$ cat src/rtl/codificador_instr.sv
// RV32I instruction encoder/loader: packs decoded fields into a 32-bit word
// and writes it to instruction memory at consecutive word addresses.
module codificador_instr #(
  parameter int ADDR_W = 6
) (
  input  logic              clock,
  input  logic              reset,
  input  logic              in_valid,
  output logic              in_ready,
  input  logic [2:0]        fmt,
  input  logic [6:0]        opcode,
  input  logic [2:0]        funct3,
  input  logic [6:0]        funct7,
  input  logic [4:0]        rd,
  input  logic [4:0]        rs1,
  input  logic [4:0]        rs2,
  input  logic [31:0]       imm,
  input  logic              clear,
  output logic              mem_we,
  output logic [ADDR_W-1:0] mem_addr,
  output logic [31:0]       mem_wdata,
  output logic [ADDR_W:0]   count,
  output logic              full,
  output logic              err
);

  localparam int DEPTH = 2**ADDR_W;
  localparam logic [ADDR_W:0] DEPTH_W = (ADDR_W+1)'(DEPTH);

  typedef enum logic {S_IDLE, S_WRITE} state_t;

  state_t              r_state;
  state_t              w_next;
  logic                r_mem_we;
  logic [ADDR_W-1:0]   r_mem_addr;
  logic [31:0]         r_mem_wdata;
  logic [ADDR_W:0]     r_count;
  logic                r_full;
  logic                r_err;
  logic                w_xfer;
  logic                w_legal;
  logic [31:0]         w_enc;
  logic [ADDR_W:0]     w_count_inc;

  assign in_ready    = (r_state == S_IDLE) && !r_full && !clear;
  assign w_xfer      = in_valid && in_ready;
  assign w_legal     = (fmt <= 3'd5);
  assign w_count_inc = r_count + (ADDR_W+1)'(1);

  always_comb begin
    w_enc = 32'd0;
    case (fmt)
      3'd0: w_enc = {funct7, rs2, rs1, funct3, rd, opcode};
      3'd1: w_enc = {imm[11:0], rs1, funct3, rd, opcode};
      3'd2: w_enc = {imm[11:5], rs2, rs1, funct3, imm[4:0], opcode};
      3'd3: w_enc = {imm[12], imm[10:5], rs2, rs1, funct3, imm[4:1], imm[11], opcode};
      3'd4: w_enc = {imm[31:12], rd, opcode};
      3'd5: w_enc = {imm[20], imm[10:1], imm[11], imm[19:12], rd, opcode};
      default: w_enc = 32'd0;
    endcase
  end

  always_ff @(posedge clock or posedge reset) begin
    if (reset) r_state <= S_IDLE;
    else       r_state <= w_next;
  end

  always_comb begin
    w_next = r_state;
    case (r_state)
      S_IDLE:  if (w_xfer && w_legal) w_next = S_WRITE;
      S_WRITE: w_next = S_IDLE;
      default: w_next = S_IDLE;
    endcase
  end

  // clear is only honoured in S_IDLE so an in-flight write always completes
  always_ff @(posedge clock or posedge reset) begin
    if (reset) begin
      r_mem_we    <= 1'b0;
      r_mem_addr  <= '0;
      r_mem_wdata <= 32'd0;
      r_count     <= '0;
      r_full      <= 1'b0;
      r_err       <= 1'b0;
    end else if (r_state == S_WRITE) begin
      r_mem_we <= 1'b0;
      r_count  <= w_count_inc;
      r_full   <= (w_count_inc == DEPTH_W);
    end else if (clear) begin
      r_count <= '0;
      r_full  <= 1'b0;
      r_err   <= 1'b0;
    end else if (w_xfer) begin
      if (w_legal) begin
        r_mem_we    <= 1'b1;
        r_mem_addr  <= r_count[ADDR_W-1:0];
        r_mem_wdata <= w_enc;
      end else begin
        r_err <= 1'b1;
      end
    end
  end

  assign mem_we    = r_mem_we;
  assign mem_addr  = r_mem_addr;
  assign mem_wdata = r_mem_wdata;
  assign count     = r_count;
  assign full      = r_full;
  assign err       = r_err;

endmodule

$ cat config.mk
export PLATFORM = sky130hd
export DESIGN_NAME = codificador_instr
export DESIGN_NICKNAME = d
export VERILOG_FILES = /design/src/rtl/codificador_instr.sv
export SDC_FILE = /design/constraint.sdc
export NUM_CORES = 1
export LEC_CHECK = 0
export CAP_MARGIN = 20
export CORE_ASPECT_RATIO = 0.5
export CORE_UTILIZATION = 25
export CTS_BUF_LIST = sky130_fd_sc_hd__clkbuf_2
export DETAILED_ROUTE_END_ITERATION = 12
export HOLD_SLACK_MARGIN = 0.08
export PLACE_DENSITY = 0.53
export SYNTH_ARGS = -nofsm -noshare
export SYNTH_HDL_FRONTEND = slang
export SYNTH_SLANG_ARGS = --single-unit
$ cat constraint.sdc
create_clock -name clock -period 1.4 [get_ports clock]
set_input_delay 0.28 -clock clock [delete_from_list [all_inputs] [get_ports clock]]
set_output_delay 0.28 -clock clock [all_outputs]
set_load 0.02 [all_outputs]
==> results.sh <==
export IMPL_htree_levels=2
export IMPL_start_util_pct=26.5
export IMPL_outcome="complete, but fails checks"
export IMPL_end_kind="flop"
export IMPL_holdBufCountCts=0
export IMPL_post_place_ws_ns=-0.479
export IMPL_cts_tree="built"
export IMPL_grt_antenna_before_repair=0
export IMPL_async_reset_ff_share_pct=100
export IMPL_tightestPinTransition_ns=0.511
export IMPL_switchingPower_mw=1.58
export IMPL_cp_data_required_time_ns=1.79
export IMPL_grt_usage_pct=16.1
export IMPL_synth_warnings=0
export IMPL_min_path_type="input port to async pin"
export IMPL_clkPwrFrac_pct=17.5
export IMPL_stdcell_area_sq_um=4980
export IMPL_r2r_end="mem_wdata[1]"
export IMPL_layout_common_cells="70 x clkdlybuf4s50_1, 51 x buf_4, 47 x dfrtp_1, 34 x buf_6, 31 x nand2_1"
export IMPL_place_hpwl_microns=6090
export IMPL_period_share_pct=114
export IMPL_layout_commonest_cell="clkdlybuf4s50_1"
export IMPL_via_per_inst=4.48
export IMPL_ys_seq_area_share_pct=47.4
export IMPL_numCtsBuffers=5
export IMPL_place_area_sq_um=4140
export IMPL_min_period_ns=1.59
export IMPL_slew_headroom_pct=65.8
export IMPL_clock_sinks=49
export IMPL_drtIter0Drc=78
export IMPL_wl_microns=9000
export IMPL_pin_count=120
export IMPL_crit_reg2reg_launch="full"
export IMPL_rrSetupSlack_ns=-0.19
export IMPL_firstDrtPassIters=4
export IMPL_drv_cap=0
export IMPL_cp_arrival_ns=1.99
export IMPL_grt_max_degree=26
export IMPL_path_clk_slew_ns=0.26
export IMPL_rows=25
export IMPL_post_route_util_pct=51.1
export IMPL_fin_tns_setup_ns=-6.28
export IMPL_reg2reg_depth=9
export IMPL_die_area_sq_um=10800
export IMPL_area_growth_pct=92.5
export IMPL_drive_gt1_share_pct=47.8
export IMPL_comb_power_share_pct=43.2
export IMPL_wire_per_inst_microns=14.9
export IMPL_antennaDiodeCount=0
export IMPL_sw_frac_of_total_pct=34.8
export IMPL_drc_errors=0
export IMPL_synth_area_sq_um=2590
export IMPL_skew_ns=0.0209
export IMPL_power_mw=4.54
export IMPL_synth_flop_cell="dfrtp_1"
export IMPL_synth_edf_count=0
export IMPL_violations="negative setup slack"
export IMPL_synth_fp_nets=356
export IMPL_powerDensity_nw_per_um2=911
export IMPL_clk_path_buf_depth=2
export IMPL_cp_start_kind="flop"
export IMPL_seq_power_share_pct=39.3
export IMPL_grt_pass1_vias=2727
export IMPL_grt_overflow_total=0
export IMPL_setup_viol=45
export IMPL_vias=2703
export IMPL_final_nets=541
export IMPL_cell_internal_pwr_mw=2.96
export IMPL_worstSetupPathType="flop to flop"
export IMPL_hold_viol=0
export IMPL_ys_seq_elements=49
export IMPL_die_w_microns=146
export IMPL_ys_types=38
export IMPL_ir_drop_uv=475
export IMPL_fp_dieH_microns=74.0
export IMPL_rsz0062_at_grt="yes"
export IMPL_coreArea_sq_um=9760
export IMPL_root_buffer="clkbuf_2"
export IMPL_clk_latency_ns=0.45
export IMPL_clock_fmax_mhz=627
export IMPL_leakage_nw=2.32
export IMPL_ant_nets=0
export IMPL_cp_max_fo=8
export IMPL_grt_pass1_wl_microns=13700
export IMPL_port_buffers=119
export IMPL_worst_slack_ns=-0.195
export IMPL_slew_violations=0
export IMPL_gp_congestion=0.743
export IMPL_syn_avg_cell_area_sq_um=9.15
export IMPL_synthCells=283
-- power by group through the flow --
stage               combinational, mW  clock (mW)  sequential (mW)
floorplan                       0.446           0             2.03
global placement                 1.50           0             1.78
detailed placement               1.52           0             1.79
CTS                              1.59       0.819             1.76
global route                     2.09       0.868             1.81
finish                           1.96       0.794             1.78
-- how the worst max path moves through the flow --
stage,start,endpoint,slack (ns),cells after the start
after CTS,full,in_ready,-0.22,3
after floorplan,r_state,mem_wdata[28],-0.15,8
final,full,mem_wdata[1],-0.19,9
after global routing,full,in_ready,-0.27,3
after global placement,clear,in_ready,-0.47,3
after detailed placement,clear,in_ready,-0.48,3
-- cell usage after synthesis (2+ instances only) --
master | instances | share of area [%]
nand2_1 | 78 | 11
dfrtp_1 | 49 | 47
a21oi_1 | 18 | 3.5
mux2i_1 | 16 | 6.2
o21ai_0 | 14 | 2.7
a22oi_1 | 11 | 3.2
nor2_1 | 11 | 1.6
o21ai_2 | 10 | 3.4
o21ai_1 | 9 | 1.7
nand2b_1 | 8 | 1.9
o22ai_1 | 8 | 1.9
inv_1 | 6 | 0.87
nand3_1 | 6 | 1.2
buf_6 | 5 | 2.2
clkbuf_1 | 5 | 0.73
o31ai_1 | 3 | 0.87
a31oi_1 | 2 | 0.48
buf_2 | 2 | 0.39
ha_1 | 2 | 0.97
xnor2_1 | 2 | 0.68
-- critical path, cell delays in order (launching register included) --
cell and delay [ns]:
dfrtp_1 0.45, buf_6 0.13, nor3_4 0.15, buf_4 0.15, and2_4 0.22, nand2_8 0.12, buf_6 0.16, clkinv_8 0.09
nand2_4 0.05, nand2_2 0.05
-- layout make-up --
class / count / area [sq um]
timing repair buffer: 191 / 1820
sequential: 49 / 1230
timing repair inverter: 2 / 27.5
fill: 878 / 4780
clock buffer: 6 / 30.0
tap: 135 / 169
multi-input combinational: 212 / 1630
clock inverter: 2 / 33.8
inverter: 7 / 42.5
-- per-stage QoR --
step / hold slack, ns / cells
floorplan: 0.316 / 283
global placement: 0.452 / 550
detailed placement: 0.458 / 550
CTS: 0.132 / 590
global route: 0.121 / 604
finish: 0.166 / 604
-- kinds of logic (layout without fill, tap and decap cells) --
kind of cell | count (synthesis) | after routing | synth area share (%)
adders and majority gates | 2 | 2 | 0.966
and+or+nand+nor | 110 | 111 | 18.7
DFF | 49 | 49 | 47.4
AOI/OAI and AO/OA | 79 | 79 | 19.0
muxes | 17 | 17 | 6.62
xor gates and xnor gates | 3 | 3 | 1.02
buffers and inverters | 23 | 208 | 6.28
-- sequential cells by signal, summed over array words and instances (netlist names) --
register,cells
mem_addr,6
mem_we,1
count,7
mem_wdata,32
err,1
r_state,1
full,1
-- metal layers --
layer	GRT usage (%)	share of wire, %	up-vias
met5	0	0	-
met4	3.63	0.97	0
met3	3.50	3.8	7
met2	29.4	52	47
met1	20.0	43	1303
li1	-	-	1346
-- what timing repair did --
| action | in CTS | in global routing |
|---|---|---|
| gates cloned | 5 | 3 |
| setup endpoints to repair | 87 | 70 |
| hold endpoints to repair | 0 | 0 |
| pin swaps | 29 | 39 |
| resized for setup | 262 | 101 |
| setup buffers | 27 | 12 |
Power figures use the tool's default switching activity.
